<file path="config.mk">
export PLATFORM = sky130hd
export DESIGN_NAME = ecc_mem_array
export DESIGN_NICKNAME = d
export VERILOG_FILES = /design/src/rtl/ecc_mem_array.sv
export SDC_FILE = /design/constraint.sdc
export NUM_CORES = 1
export LEC_CHECK = 0
export BUFFER_PORTS_ARGS = -buffer_cell sky130_fd_sc_hd__buf_4
export CAP_MARGIN = 40
export CORE_UTILIZATION = 30
export DETAILED_ROUTE_END_ITERATION = 10
export GPL_ROUTABILITY_DRIVEN = 0
export SYNTH_ARGS = -nofsm -noshare
export SYNTH_HDL_FRONTEND = slang
export SYNTH_SLANG_ARGS = --single-unit
</file>
<file path="constraint.sdc">
create_clock -name clk -period 7.3 [get_ports clk]
set_clock_uncertainty 0.2 [all_clocks]
set_input_delay 0 -clock clk [delete_from_list [all_inputs] [get_ports clk]]
set_output_delay 0 -clock clk [all_outputs]
set_load 0.02 [all_outputs]
</file>
<file path="src/rtl/ecc_mem_array.sv">
// rtl/ecc_mem_array.sv - DEPTH x WIDTH SECDED-protected memory array; background scrubber under ECC_MEM_SCRUB_EN
module ecc_mem_array #(
    parameter int WIDTH = 8,
    parameter int DEPTH = 16,
    parameter int CNT_W = 8,
    localparam int AW  = $clog2(DEPTH),
    // Fixed-point iteration of p = clog2(WIDTH+p+1); converges from below in two steps
    localparam int P_A = $clog2(WIDTH + 2),
    localparam int P_B = $clog2(WIDTH + P_A + 1),
    localparam int P   = $clog2(WIDTH + P_B + 1),
    localparam int CW  = WIDTH + P + 1,
    localparam int IW  = $clog2(CW)
) (
    input  logic             clk,
    input  logic             rst_n,
    input  logic             we,
    input  logic             re,
    input  logic [AW-1:0]    addr,
    input  logic [WIDTH-1:0] wdata,
    input  logic             inj_en,
    input  logic [IW-1:0]    inj_bit,
    output logic [WIDTH-1:0] rdata,
    output logic             rvalid,
    output logic             err,
    output logic             uerr,
    output logic [CNT_W-1:0] err_cnt
);

    logic [CW-1:0] mem [DEPTH];

    function automatic logic is_pow2(input int j);
        return (j & (j - 1)) == 0;
    endfunction

    // Data bits fill non-power-of-two positions in ascending order, then parity, then overall parity in bit 0
    function automatic logic [CW-1:0] encode(input logic [WIDTH-1:0] d);
        logic [CW-1:0]    c;
        logic [WIDTH-1:0] dd;
        logic             par;
        c  = '0;
        dd = d;
        for (int j = 1; j < CW; j++) begin
            if (!is_pow2(j)) begin
                c  = c | (CW'(dd[0]) << j);
                dd = dd >> 1;
            end
        end
        for (int i = 0; i < P; i++) begin
            par = 1'b0;
            for (int j = 1; j < CW; j++) begin
                if (((j >> i) & 1) == 1 && j != (1 << i)) par = par ^ 1'(c >> j);
            end
            c = c | (CW'(par) << (1 << i));
        end
        c = c | CW'(^c);
        return c;
    endfunction

    function automatic int syndrome(input logic [CW-1:0] c);
        int s;
        s = 0;
        for (int j = 1; j < CW; j++) begin
            if (1'(c >> j)) s = s ^ j;
        end
        return s;
    endfunction

    // Odd overall parity means one flipped bit; a syndrome beyond the word cannot be repaired
    function automatic logic [CW-1:0] correct(input logic [CW-1:0] c);
        int s;
        s = syndrome(c);
        if ((^c) && s < CW) return c ^ (CW'(1) << s);
        return c;
    endfunction

    function automatic logic [WIDTH-1:0] extract(input logic [CW-1:0] c);
        logic [WIDTH-1:0] d;
        d = '0;
        for (int j = CW - 1; j >= 1; j--) begin
            if (!is_pow2(j)) d = (d << 1) | WIDTH'(1'(c >> j));
        end
        return d;
    endfunction

    logic             sc_wr;
    logic [AW-1:0]    sc_addr;
    logic [CW-1:0]    sc_fix;

`ifdef ECC_MEM_SCRUB_EN
    localparam logic [1:0] S_IDLE = 2'd0;
    localparam logic [1:0] S_RD   = 2'd1;
    localparam logic [1:0] S_WB   = 2'd2;

    logic [1:0]    sc_state;
    logic [8:0]    sc_ptr;
    logic [CW-1:0] sc_cw;
    logic          sc_busy;

    assign sc_busy = we | re | inj_en;
    assign sc_addr = sc_ptr[AW-1:0];
    assign sc_fix  = correct(sc_cw);
    assign sc_wr   = (sc_state == S_WB) && (^sc_cw) && !(we && addr == sc_addr);

    // Scrub walk: wait for a quiet cycle, fetch mem[ptr], repair single errors, advance
    always_ff @(posedge clk or negedge rst_n) begin
        if (!rst_n) begin
            sc_state <= S_IDLE;
            sc_ptr   <= '0;
            sc_cw    <= '0;
        end else begin
            case (sc_state)
                S_IDLE: if (!sc_busy) sc_state <= S_RD;
                S_RD: begin
                    if (sc_busy) begin
                        sc_state <= S_IDLE;
                    end else begin
                        sc_cw    <= mem[sc_addr];
                        sc_state <= S_WB;
                    end
                end
                S_WB: begin
                    sc_ptr   <= (sc_ptr == 9'(DEPTH - 1)) ? '0 : sc_ptr + 9'd1;
                    sc_state <= S_IDLE;
                end
                default: sc_state <= S_IDLE;
            endcase
        end
    end
`else
    assign sc_wr   = 1'b0;
    assign sc_addr = '0;
    assign sc_fix  = '0;
`endif

    // Storage: scrub repair first so a same-cycle user write or injection takes precedence
    always_ff @(posedge clk or negedge rst_n) begin
        if (!rst_n) begin
            for (int i = 0; i < DEPTH; i++) mem[i] <= '0;
        end else begin
            if (sc_wr) mem[sc_addr] <= sc_fix;
            if (we) mem[addr] <= encode(wdata);
            else if (inj_en && 32'(inj_bit) < CW) mem[addr] <= mem[addr] ^ (CW'(1) << inj_bit);
        end
    end

    logic          rd_pend;
    logic [CW-1:0] rd_cw;

    // Read capture: samples the pre-write, pre-injection codeword
    always_ff @(posedge clk or negedge rst_n) begin
        if (!rst_n) begin
            rd_pend <= 1'b0;
            rd_cw   <= '0;
        end else begin
            rd_pend <= re;
            if (re) rd_cw <= mem[addr];
        end
    end

    logic             rd_single;
    logic             rd_double;
    logic [WIDTH-1:0] rd_data;
    logic [CNT_W:0]   cnt_sum;
    logic [CNT_W-1:0] cnt_next;

    // Decode classification and saturating counter update
    always_comb begin
        rd_single = ^rd_cw;
        rd_double = !(^rd_cw) && (syndrome(rd_cw) != 0);
        rd_data   = extract(correct(rd_cw));
        cnt_sum   = {1'b0, err_cnt} + {{CNT_W{1'b0}}, rd_pend & rd_single} + {{CNT_W{1'b0}}, sc_wr};
        cnt_next  = cnt_sum[CNT_W] ? {CNT_W{1'b1}} : cnt_sum[CNT_W-1:0];
    end

    // Registered read results; rdata holds between reads
    always_ff @(posedge clk or negedge rst_n) begin
        if (!rst_n) begin
            rdata   <= '0;
            rvalid  <= 1'b0;
            err     <= 1'b0;
            uerr    <= 1'b0;
            err_cnt <= '0;
        end else begin
            rvalid  <= rd_pend;
            err     <= rd_pend & rd_single;
            uerr    <= rd_pend & rd_double;
            err_cnt <= cnt_next;
            if (rd_pend) rdata <= rd_data;
        end
    end

endmodule

</file>
==> results of run 1 <==
-- cell usage in the layout, fill, tap and decap left out, types with 3 or more instances in the layout --
cell	synthesis	final
sky130_fd_sc_hd__nand2_1	45	45
sky130_fd_sc_hd__buf_4	8	71
sky130_fd_sc_hd__xor2_1	9	9
sky130_fd_sc_hd__or4_1	4	4
sky130_fd_sc_hd__xnor2_1	27	27
sky130_fd_sc_hd__dfrtp_1	241	241
sky130_fd_sc_hd__mux2i_1	10	10
sky130_fd_sc_hd__nand2b_1	12	12
sky130_fd_sc_hd__clkinvlp_4	0	3
sky130_fd_sc_hd__clkbuf_16	0	27
sky130_fd_sc_hd__nand4_1	5	5
sky130_fd_sc_hd__mux4_2	52	52
sky130_fd_sc_hd__o221ai_1	7	7
sky130_fd_sc_hd__xnor3_1	3	3
sky130_fd_sc_hd__a31oi_1	212	212
sky130_fd_sc_hd__a2111o_1	7	7
sky130_fd_sc_hd__nor3_2	6	6
sky130_fd_sc_hd__buf_6	1	3
sky130_fd_sc_hd__nor2b_1	8	7
sky130_fd_sc_hd__nor4_1	6	6
sky130_fd_sc_hd__inv_1	9	9
sky130_fd_sc_hd__mux2_2	13	13
sky130_fd_sc_hd__nor2_1	216	215
sky130_fd_sc_hd__dlygate4sd3_1	0	9
sky130_fd_sc_hd__a22oi_1	26	26
sky130_fd_sc_hd__clkbuf_8	0	6
sky130_fd_sc_hd__clkbuf_1	67	4
sky130_fd_sc_hd__mux2i_2	3	3
sky130_fd_sc_hd__nor4_4	0	4
sky130_fd_sc_hd__a21oi_1	19	18
sky130_fd_sc_hd__nor3_1	14	8
sky130_fd_sc_hd__and3_1	4	4
sky130_fd_sc_hd__clkinv_2	0	5
sky130_fd_sc_hd__nor3_4	0	6
-- state kept, by name, summed over array words and instances, names as in the netlist --
| register | count |
|---|---|
| rd_cw | 13 |
| uerr | 1 |
| err_cnt | 8 |
| rvalid | 1 |
| rdata | 8 |
| err | 1 |
| rd_pend | 1 |
| mem | 208 |
-- logic make-up (layout without fill, tap and decap cells) --
| kind of cell | count (synthesis) | in the layout | share of synthesized area, % |
|---|---|---|---|
| AOI/OAI and AO/OA | 276 | 276 | 15.5 |
| xor gates and xnor gates | 41 | 41 | 3.57 |
| adders and majority gates | 2 | 2 | 0.215 |
| buffers and inverters | 107 | 145 | 3.98 |
| DFF | 241 | 241 | 51.8 |
| muxes | 78 | 78 | 12.5 |
| and+or+nand+nor | 330 | 330 | 12.4 |
-- cell usage after synthesis, types with 3 or more instances --
library cell               number  area (µm²)
sky130_fd_sc_hd__a2111o_1       7        78.8
sky130_fd_sc_hd__a21oi_1       19        95.1
sky130_fd_sc_hd__a22oi_1       26         195
sky130_fd_sc_hd__a31oi_1      212        1330
sky130_fd_sc_hd__and3_1         4        25.0
sky130_fd_sc_hd__buf_1          3        11.3
sky130_fd_sc_hd__buf_2         19        95.1
sky130_fd_sc_hd__buf_4          8        60.1
sky130_fd_sc_hd__clkbuf_1      67         251
sky130_fd_sc_hd__dfrtp_1      241        6030
sky130_fd_sc_hd__inv_1          9        33.8
sky130_fd_sc_hd__mux2_2        13         146
sky130_fd_sc_hd__mux2i_1       10         100
sky130_fd_sc_hd__mux2i_2        3        41.3
sky130_fd_sc_hd__mux4_2        52        1170
sky130_fd_sc_hd__nand2_1       45         169
sky130_fd_sc_hd__nand2b_1      12        75.1
sky130_fd_sc_hd__nand4_1        5        31.3
sky130_fd_sc_hd__nor2_1       216         811
sky130_fd_sc_hd__nor2b_1        8        50.1
sky130_fd_sc_hd__nor3_1        14        70.1
sky130_fd_sc_hd__nor3_2         6        60.1
sky130_fd_sc_hd__nor4_1         6        37.5
sky130_fd_sc_hd__nor4_2         4        50.1
sky130_fd_sc_hd__o221ai_1       7        61.3
sky130_fd_sc_hd__or4_1          4        30.0
sky130_fd_sc_hd__xnor2_1       27         236
sky130_fd_sc_hd__xnor3_1        3        67.6
sky130_fd_sc_hd__xor2_1         9        78.8
-- critical path: stages, from the launching register on --
cell and delay (ns):
sky130_fd_sc_hd__dfrtp_1 0.49, sky130_fd_sc_hd__xnor2_1 0.56, sky130_fd_sc_hd__xnor2_1 0.37, sky130_fd_sc_hd__xnor2_1 0.27, sky130_fd_sc_hd__nor2b_1 0.09, sky130_fd_sc_hd__nor3_1 0.26, sky130_fd_sc_hd__ha_1 0.22, sky130_fd_sc_hd__ha_1 0.17
sky130_fd_sc_hd__and3_1 0.19, sky130_fd_sc_hd__and3_1 0.22, sky130_fd_sc_hd__nand3_1 0.21, sky130_fd_sc_hd__nand2b_1 0.14
-- final cells by class --
| type | count | area [µm²] |
|---|---|---|
| fillers | 3768 | 24300 |
| flip-flops and latches | 241 | 6030 |
| multi-input cells | 727 | 5260 |
| clock buffers | 37 | 773 |
| repair buffers | 87 | 727 |
| well taps | 511 | 639 |
| clock inverters | 12 | 125 |
| inverters | 9 | 33.8 |
-- path summary, 6_finish.rpt --
kind | from | to | slack (ns)
min in group clk | wdata[3] | mem[189] | 0.03
worst min register to register | rd_cw[0] | rd_cw[0] | 0.34
worst min-delay path | rst_n | err_cnt[7] | -0.06
max in group asynchronous | rst_n | mem[206] | 5.57
worst max-delay path | rd_cw[9] | err_cnt[0] | 3.85
worst max register to register | rd_cw[9] | err_cnt[0] | 3.85
-- power by group through the flow --
stage | logic, µW | clock network (µW) | registers [µW]
after global placement | 1400 | 0 | 1970
after detailed placement | 1450 | 0 | 1990
final | 1460 | 1370 | 1970
after global routing | 1630 | 1450 | 2020
after floorplan | 1080 | 0 | 1950
after CTS | 1460 | 1390 | 1970
-- routing by layer --
layer / vias up / GRT usage [%] / wire [µm]
met3: 70 / 2.05 / 2150
met1: 4344 / 23.5 / 14000
li1: 4018 / - / -
met5: - / 0 / 0
met4: 0 / 6.35 / 1110
met2: 311 / 26.4 / 14800
-- stage by stage --
stage,instance area (µm²),util (%)
after global routing,13600,35.8
after global placement,12400,32.8
after detailed placement,12600,33.2
final,13600,35.8
after floorplan,11600,-
after CTS,13600,35.8
==> flow_metrics.py, run 1 <==
metrics = {
    "outcome": {
        "run_status": "finished, violations left",
        "failed_checks": "hold timing",
    },
    "yosys": {
        "synth.yosys.warnings": 0,
        "synth_seq_area_share_pct": 51.8,
        "yosys_most_used_dff": "sky130_fd_sc_hd__dfrtp_1",
        "synth-edff-count": 0,
        "synthesis.area_um2": 11600,
        "netlist_instances": 1075,
        "syn_avg_cell_area_um2": 10.8,
        "postSynthRegisterBits": 241,
        "syn_nets": 1098,
        "synth_async_sr_flop_share_pct": 100,
        "post_synthesis_cell_type_count": 42,
    },
    "cts": {
        "post_cts_resized": 0,
        "numCtsBuffers": 27,
        "tritoncts_clock_tree": "yes",
        "htree_num_levels": 1,
        "cts_root_buffer": "sky130_fd_sc_hd__clkbuf_16",
        "clkLatencyLatePin_ns": 0.55,
        "tritoncts_num_sinks": 241,
        "clockBufferDepth": 3,
        "worst_setup_hold_path_clk_slew_ns": 0.06,
        "holdBufCountCts": 9,
        "cts_setup_buffers": 0,
    },
    "layout": {
        "layout-drive-gt1-share_pct": 19.3,
        "area_growth_syn_to_layout_pct": 16.8,
        "net_count_reported_at_finish": 1116,
        "count_of_inserted_antenna_diode_cells": 0,
        "post_layout_nonfiller_instances": 1624,
    },
    "placement": {
        "detailedPlacementHpwl_um": 20500,
        "detailedPlace.worstSlack_ns": 3.78,
        "place.port_buffers": 39,
        "placedCellCount": 1566,
    },
    "timing": {
        "max_clock_freq_mhz": 290,
        "rsz_0062_raised_after_global_routing": "no",
        "timing.final.ws_setup_ns": 3.85,
        "fin_hold_ws_ns": -0.0624,
        "setup-violations-final": 0,
        "fin_crit_period_ns": 3.45,
        "timing.slew.headroom_pct": 32.2,
        "tightest_slew_ns": 1.02,
        "period_share_pct": 47.3,
        "timing.setup.tns_ns": 0,
        "final_hold_violation_count": 49,
        "slew_viol_final": 0,
    },
    "pwr": {
        "fin_total_pwr_uw": 4800,
        "share_seq_of_total_power_pct": 41.0,
        "netSwitchingFraction_pct": 32.9,
        "power_frac_comb_pct": 30.5,
        "cell_internal_pwr_uw": 3220,
        "power_per_cell_area_nw_per_um2": 353,
        "power_switching_uw": 1580,
        "cellLeakagePower_uw": 0.00535,
        "ir_worst_vdd_mv": 0.182,
        "pwr-share-clk_pct": 28.5,
    },
    "grt": {
        "grt_start_max_net_pins": 132,
        "total_track_usage_pct": 16.7,
        "globalRouteOverflowTotal": 0,
        "vias_in_the_first_global_route": 8569,
        "grt_antenna_before_repair": 0,
        "grt_pass1_wl_um": 50700,
    },
    "critical_path": {
        "crit_path_end_kind": "flip-flop",
        "r2r_cells": 11,
        "worstSetupStartpointType": "flip-flop",
        "critPathMaxFanout": 10,
        "worstPathRequired_ns": 7.58,
        "worstSetupPathType": "flip-flop to flip-flop",
        "crit_arrival_ns": 3.73,
    },
    "floorplan": {
        "die_width_um": 199,
        "core-area_um2": 37900,
        "die_area_um2": 39600,
        "placement_rows": 71,
        "die_height_um": 199,
        "ios": 40,
        "start_util_pct": 30.7,
    },
    "routing": {
        "number_of_detailed_route_iterations_in_the_first_pass": 5,
        "drt_drc_violations_left": 0,
        "via_count": 8743,
        "postRouteAntennaNets": 0,
        "routed_via_density": 5.38,
        "avgRoutedWirePerCell_um": 19.7,
        "drt-initial-drc-count": 919,
        "wl_um": 32100,
    },
    "run": {
        "max_cap_viol_count": 0,
    },
    "hold_path": {
        "worstHoldPathType": "input port to async pin",
    },
}
No activity file was read; power rests on OpenSTA's default activity.
==> inputs of run 2 (changes only) <==
--- a/config.mk
+++ b/config.mk
@@ -5,6 +5,7 @@
 export SDC_FILE = /design/constraint.sdc
 export NUM_CORES = 1
 export LEC_CHECK = 0
+export ABC_AREA = 1
 export BUFFER_PORTS_ARGS = -buffer_cell sky130_fd_sc_hd__buf_4
 export CAP_MARGIN = 40
 export CORE_UTILIZATION = 30
==> constraint.sdc (replaced) <==
create_clock -name clk -period 3.4 [get_ports clk]
set_clock_uncertainty 0.2 [all_clocks]
set_input_delay 0 -clock clk [delete_from_list [all_inputs] [get_ports clk]]
set_output_delay 0 -clock clk [all_outputs]
set_load 0.02 [all_outputs]
==> run 2 against run 1 <==
The run now ends clean. Register-to-register slack got worse by 3.4 ns. Global-route usage is 1.5 points higher. Critical path depth is 5 higher. Hold slack better by 0.080 ns. Setup slack worse by 3.4 ns. Die area up 10%. Largest power group unchanged. Non-clock buffer count down 3. Core utilization decreased by 0.72 points. Critical path type unchanged. Highest routed layer unchanged. Sequential power up 100%. Largest cell class is now multi-input gates.
==> flow_metrics.py, run 2 <==
metrics = {
    "outcome": {
        "run_status": "complete, no violations",
    },
    "yosys": {
        "synth_seq_area_share_pct": 47.0,
        "postSynthRegisterBits": 241,
        "synth_async_sr_flop_share_pct": 100,
        "yosys_most_used_dff": "sky130_fd_sc_hd__dfrtp_1",
        "syn_avg_cell_area_um2": 6.99,
        "synthesis.area_um2": 12800,
        "yosysMostFrequentCell": "sky130_fd_sc_hd__nand2_1",
        "netlist_instances": 1836,
        "netlist.top_cell.by_area": "sky130_fd_sc_hd__dfrtp_1",
        "netlist.area_leader.share_pct": 47.0,
        "ys_top_cells_by_area": "sky130_fd_sc_hd__dfrtp_1 (47%), sky130_fd_sc_hd__nand2_1 (28%), sky130_fd_sc_hd__nor2_1 (6.5%), sky130_fd_sc_hd__a22oi_1 (5.6%), sky130_fd_sc_hd__inv_1 (2.2%)",
        "synth-edff-count": 0,
        "synth_top_cells_by_count": "sky130_fd_sc_hd__nand2_1 (942), sky130_fd_sc_hd__dfrtp_1 (241), sky130_fd_sc_hd__nor2_1 (223)",
        "synth.yosys.warnings": 0,
        "syn_nets": 1859,
        "post_synthesis_cell_type_count": 30,
    },
    "routing": {
        "drt-initial-drc-count": 1062,
        "avgRoutedWirePerCell_um": 16.3,
        "drt_drc_violations_left": 0,
        "via_count": 11958,
        "number_of_detailed_route_iterations_in_the_first_pass": 8,
        "routed_via_density": 4.95,
        "wl_um": 39400,
        "postRouteAntennaNets": 0,
    },
    "layout": {
        "regMostFlops": "mem",
        "ff_latch_area_um2": 6030,
        "fill_cells": 4404,
        "multi_input_area_um2": 6140,
        "layout.cells.most_common": "sky130_fd_sc_hd__nand2_1",
        "area_growth_syn_to_layout_pct": 15.0,
        "largest_register_ff_count": 208,
        "top_registers": "mem x208, rd_cw x13",
        "layout.core_utilization_pct": 35.1,
        "final_cell_area_um2": 14800,
        "layout-drive-gt1-share_pct": 7.51,
        "final_cell_mix": "sky130_fd_sc_hd__nand2_1 (942), sky130_fd_sc_hd__dfrtp_1 (241), sky130_fd_sc_hd__nor2_1 (223), sky130_fd_sc_hd__a22oi_1 (96), sky130_fd_sc_hd__inv_1 (74)",
        "net_count_reported_at_finish": 1882,
    },
    "critical_path": {
        "worstSetupPathType": "flip-flop to flip-flop",
        "critPathMostFrequentCell": "sky130_fd_sc_hd__nand2_1",
        "worstPathRequired_ns": 3.66,
        "path_cells": "inv_1 > nand2_1 > nand2_1 > nand2_1 > nand2_1 > nand2_1 > nand2_1 > xnor2_1 > inv_1 > nor2_1 > ha_1 > ha_1 > nand2_1 > nor2_1 > nand4_1 > o21ai_0",
        "timing.critical_path.slowest_stage_cell": "sky130_fd_sc_hd__dfrtp_1",
        "cp_slowest_stage_delay_ns": 0.46,
        "crit_path_end_kind": "flip-flop",
        "worst_path_dominant_cell_family": "simple AND/OR/NAND/NOR gates",
        "critPathMaxFanout": 7,
        "path_buf_inv": 2,
        "worstSetupStartpointType": "flip-flop",
        "crit_arrival_ns": 3.16,
    },
    "floorplan": {
        "placement_rows": 75,
        "start_util_pct": 30.5,
        "core-area_um2": 42000,
        "die_area_um2": 43600,
        "ios": 40,
        "die_width_um": 209,
        "die_height_um": 209,
    },
    "timing": {
        "final_hold_violation_count": 0,
        "slew_viol_final": 0,
        "max_clock_freq_mhz": 344,
        "rsz_0062_raised_after_global_routing": "no",
        "tightest_slew_ns": 0.890,
        "fin_crit_period_ns": 2.91,
        "timing.setup.tns_ns": 0,
        "setup-violations-final": 0,
        "period_share_pct": 85.5,
        "timing.slew.headroom_pct": 40.7,
    },
    "grt": {
        "vias_in_the_first_global_route": 11529,
        "grt_pass1_wl_um": 63400,
        "total_track_usage_pct": 18.3,
        "grt_start_max_net_pins": 113,
        "grt_antenna_before_repair": 1,
        "globalRouteOverflowTotal": 0,
    },
    "hold_path": {
        "worstHoldPathType": "input port to flip-flop",
    },
    "pwr": {
        "power_per_cell_area_nw_per_um2": 628,
        "ir_worst_vdd_mv": 0.362,
        "cellLeakagePower_uw": 0.00817,
    },
    "cts": {
        "worst_setup_hold_path_clk_slew_ns": 0.06,
        "post_cts_resized": 0,
        "numCtsBuffers": 28,
        "cts_root_buffer": "sky130_fd_sc_hd__clkbuf_16",
        "clkLatencyLatePin_ns": 0.55,
        "clockBufferDepth": 3,
        "tritoncts_num_sinks": 241,
        "htree_num_levels": 1,
        "tritoncts_clock_tree": "yes",
    },
    "placement": {
        "place.port_buffers": 39,
        "detailed_place.area_um2": 13700,
        "detailedPlacementHpwl_um": 24700,
    },
    "run": {
        "max_cap_viol_count": 0,
    },
}
==> run 2: final timing paths <==
kind,to,startpoint,depth (start not counted),slack [ns]
setup / recovery,err_cnt[5],rd_cw[7],16,0.49
hold / removal,rd_cw[12],addr[3],7,0.02
setup reg to reg,err_cnt[5],rd_cw[7],16,0.49
hold reg to reg,mem[17],mem[17],2,0.28
max in group asynchronous,mem[175],rst_n,4,1.48
min in group asynchronous,mem[80],rst_n,3,0.49
==> run 2: power breakdown <==
part / switching, µW / total [µW] / internal (µW)
clock: 1190 / 2930 / 1740
sequential: 444 / 4030 / 3580
combinational: 1500 / 2320 / 817
==> run 2: stage by stage <==
| step | power, µW | setup slack (ns) | hold slack [ns] | instances |
|---|---|---|---|---|
| finish | 9270 | 0.494 | 0.0181 | 2417 |
| global route | 9870 | 0.0560 | 0.0677 | 2417 |
| CTS | 9340 | 0.495 | 0.00107 | 2416 |
| detailed placement | 6360 | 0.525 | -0.0765 | 2353 |
| global placement | 6300 | 0.592 | -0.0719 | 2350 |
| floorplan | 5600 | 0.848 | -0.496 | 1836 |
==> run 2: cell families (layout without fill, tap and decap cells) <==
kind of cell	count (synthesis)	in the layout	synth area share [%]
fa+ha+maj	2	2	0.195
buf+inv	169	210	5.34
other cells	0	1	0
xor+xnor	11	11	0.750
compound gates	155	155	8.24
flops	241	241	47.0
simple gates	1258	1258	38.5
==> run 2: layer usage <==
metal	global-route usage [%]	wire, µm	up-vias
met4	6.62	1480	0
met2	29.8	17600	419
met1	24.2	17500	5659
met5	0	0	-
met3	3.22	2840	81
li1	-	-	5799
==> run 2: area by class of cell <==
cell class              instances  area share, %
multi-input cells            1426           41.6
clock buffers                  45           5.93
inverters                      78           1.98
well taps                     539           4.57
flip-flops and latches        241           40.9
clock inverters                 3          0.102
repair buffers                 84           4.97
diodes                          1         0.0170
==> run 2: timing repair <==
item,in CTS,in global routing
setup buffers,0,0
hold buffers,15,0
endpoints found under the hold margin,334,0
==> run 2: worst register-to-register path, cell delays in order, from the launching register on <==
cell                      delay, ns
sky130_fd_sc_hd__dfrtp_1       0.46
sky130_fd_sc_hd__inv_1         0.13
sky130_fd_sc_hd__nand2_1       0.07
sky130_fd_sc_hd__nand2_1       0.09
sky130_fd_sc_hd__nand2_1       0.08
sky130_fd_sc_hd__nand2_1       0.08
sky130_fd_sc_hd__nand2_1       0.07
sky130_fd_sc_hd__nand2_1       0.13
sky130_fd_sc_hd__xnor2_1       0.30
sky130_fd_sc_hd__inv_1         0.07
sky130_fd_sc_hd__nor2_1        0.13
sky130_fd_sc_hd__ha_1          0.22
sky130_fd_sc_hd__ha_1          0.18
sky130_fd_sc_hd__nand2_1       0.10
sky130_fd_sc_hd__nor2_1        0.15
sky130_fd_sc_hd__nand4_1       0.22
sky130_fd_sc_hd__o21ai_0       0.15
==> inputs of run 3 (changes only) <==
--- a/config.mk
+++ b/config.mk
@@ -5,10 +5,9 @@
 export SDC_FILE = /design/constraint.sdc
 export NUM_CORES = 1
 export LEC_CHECK = 0
-export ABC_AREA = 1
 export BUFFER_PORTS_ARGS = -buffer_cell sky130_fd_sc_hd__buf_4
 export CAP_MARGIN = 40
-export CORE_UTILIZATION = 30
+export CORE_UTILIZATION = 40
 export DETAILED_ROUTE_END_ITERATION = 10
 export GPL_ROUTABILITY_DRIVEN = 0
 export SYNTH_ARGS = -nofsm -noshare
==> run 3 against run 2 <==
Die area is 32% lower. Sequential power is 4% higher. Highest routed layer unchanged. Register-to-register slack worse by 0.14 ns. Largest power group unchanged. Sequential share of layout area is 3.0 points higher. Core utilization is 13 points higher. Hold slack worse by 0.0077 ns. Setup slack worse by 0.14 ns.
==> flow_metrics.py, run 3 (same netlist as run 1, synthesis figures left out) <==
metrics = {
    "layout": {
        "largest_register_ff_count": 208,
        "top_registers": "mem x208, rd_cw x13",
        "final_cell_mix": "sky130_fd_sc_hd__dfrtp_1 (241), sky130_fd_sc_hd__nor2_1 (216), sky130_fd_sc_hd__a31oi_1 (212), sky130_fd_sc_hd__buf_4 (79), sky130_fd_sc_hd__mux4_2 (52)",
        "layout.cells.most_common": "sky130_fd_sc_hd__dfrtp_1",
        "area_growth_syn_to_layout_pct": 18.1,
        "final_cell_area_um2": 13700,
        "count_of_inserted_antenna_diode_cells": 0,
        "layout-drive-gt1-share_pct": 20.0,
        "regMostFlops": "mem",
        "net_count_reported_at_finish": 1130,
    },
    "cts": {
        "cts_setup_buffers": 0,
        "cts_root_buffer": "sky130_fd_sc_hd__clkbuf_16",
        "clkLatencyLatePin_ns": 0.53,
        "tritoncts_clock_tree": "yes",
        "htree_num_levels": 1,
        "tritoncts_num_sinks": 241,
        "post_cts_resized": 0,
        "numCtsBuffers": 27,
        "clockBufferDepth": 3,
        "worst_setup_hold_path_clk_slew_ns": 0.06,
    },
    "routing": {
        "drt-initial-drc-count": 891,
        "routed_via_density": 5.83,
        "wl_um": 32100,
        "drt_drc_violations_left": 0,
        "via_count": 8818,
        "postRouteAntennaNets": 0,
        "avgRoutedWirePerCell_um": 21.2,
        "number_of_detailed_route_iterations_in_the_first_pass": 5,
    },
    "floorplan": {
        "start_util_pct": 40.7,
        "placement_rows": 62,
        "die_area_um2": 29800,
        "core-area_um2": 28600,
        "ios": 40,
        "die_height_um": 173,
        "die_width_um": 173,
    },
    "critical_path": {
        "timing.critical_path.slowest_stage_cell": "sky130_fd_sc_hd__dfrtp_1",
        "reg2reg_slack_ns": 0.36,
        "critical_path.reg2reg.startpoint": "rd_cw[3]",
        "rr_endpoint": "err_cnt[0]",
        "r2r_cells": 11,
        "worstSetupStartpointType": "flip-flop",
        "worstPathRequired_ns": 3.66,
        "worst_path_dominant_cell_family": "simple AND/OR/NAND/NOR gates",
        "cp_slowest_stage_delay_ns": 0.46,
        "crit_path_end_kind": "flip-flop",
        "path_buf_inv": 0,
        "path_cells": "xor2_2 > xnor2_2 > xnor2_1 > nor2b_1 > nor3_1 > ha_1 > ha_1 > and3_1 > and3_1 > nand3_1 > nand2b_1",
        "critPathMaxFanout": 10,
        "worstSetupPathType": "flip-flop to flip-flop",
        "cp_num_cells": 11,
        "crit_arrival_ns": 3.30,
    },
    "timing": {
        "final_hold_violation_count": 0,
        "slew_viol_final": 0,
        "fin_crit_period_ns": 3.04,
        "period_share_pct": 89.5,
        "max_clock_freq_mhz": 329,
        "timing.setup.tns_ns": 0,
        "rsz_0062_raised_after_global_routing": "no",
        "setup-violations-final": 0,
        "timing.slew.headroom_pct": 39.3,
        "tightest_slew_ns": 0.910,
    },
    "hold_path": {
        "timing.hold.worst_endpoint": "mem[149]",
        "origin_of_the_worst_min_delay_path": "wdata[2]",
        "worstHoldPathType": "input port to flip-flop",
        "hold_path_depth": 3,
    },
    "grt": {
        "globalRouteOverflowTotal": 0,
        "vias_in_the_first_global_route": 8733,
        "grt_antenna_before_repair": 0,
        "grt_pass1_wl_um": 51200,
        "total_track_usage_pct": 21.9,
        "grt_start_max_net_pins": 106,
    },
    "pwr": {
        "cellLeakagePower_uw": 0.00550,
        "power_per_cell_area_nw_per_um2": 783,
        "fin_total_pwr_uw": 10800,
        "ir_worst_vdd_mv": 0.448,
    },
    "run": {
        "max_cap_viol_count": 0,
    },
    "outcome": {
        "run_status": "complete, no violations",
    },
    "placement": {
        "place.port_buffers": 39,
        "detailed_place.area_um2": 12600,
        "detailedPlacementHpwl_um": 20200,
    },
}
[run 3: report_power, final]
| part | switching (µW) | internal, µW | leakage, µW |
|---|---|---|---|
| Sequential | 491 | 3710 | 0.00278 |
| Combinational | 1730 | 1510 | 0.00222 |
| Clock | 1210 | 2120 | 0.000499 |
| Total | 3430 | 7340 | 0.00550 |
[run 3: worst max path at each step]
stage | start | endpoint
CTS | rd_cw[3] | err_cnt[0]
floorplan | rd_cw[11] | err_cnt[7]
global placement | rd_cw[3] | err_cnt[0]
detailed placement | rd_cw[3] | err_cnt[0]
global route | rd_cw[3] | err_cnt[0]
finish | rd_cw[3] | err_cnt[0]
[run 3: repair_timing]
item	CTS	global route
hold buffers	12	0
hold endpoints to repair	239	0
endpoints found under the setup margin	0	0
[run 3: metal layers]
metal | wire length [µm] | global-route usage (%)
met5 | 0 | 0
met3 | 1750 | 3.65
met4 | 748 | 6.03
met2 | 15300 | 34.7
met1 | 14300 | 31.0
[run 3: metrics by stage]
stage | worst slack, ns | cells | utilization [%] | hold WS [ns]
after global placement | 0.461 | 1448 | 43.8 | -0.0381
after detailed placement | 0.355 | 1450 | 44.0 | -0.0440
after global routing | 0.0358 | 1512 | 48.0 | 0.0458
final | 0.357 | 1512 | 48.0 | 0.0103
after CTS | 0.343 | 1512 | 48.0 | 0.0183
after floorplan | 0.502 | 1075 | - | -0.496
[run 3: tightest hold or removal path, delay by kind of cell]
family	cells	cell delay [ns]
buffers and inverters	1	0.15
AO/OA/AOI/OAI	1	0.15
AND/OR/NAND/NOR	1	0.41
[run 3: final cells by class]
| class | count | area (µm²) |
|---|---|---|
| fill | 2639 | 14900 |
| sequential | 241 | 6030 |
| multi-input combinational | 727 | 5260 |
| timing repair buffer | 101 | 916 |
| clock buffer | 36 | 769 |
| tap | 384 | 480 |
| clock inverter | 14 | 258 |
| inverter | 9 | 33.8 |
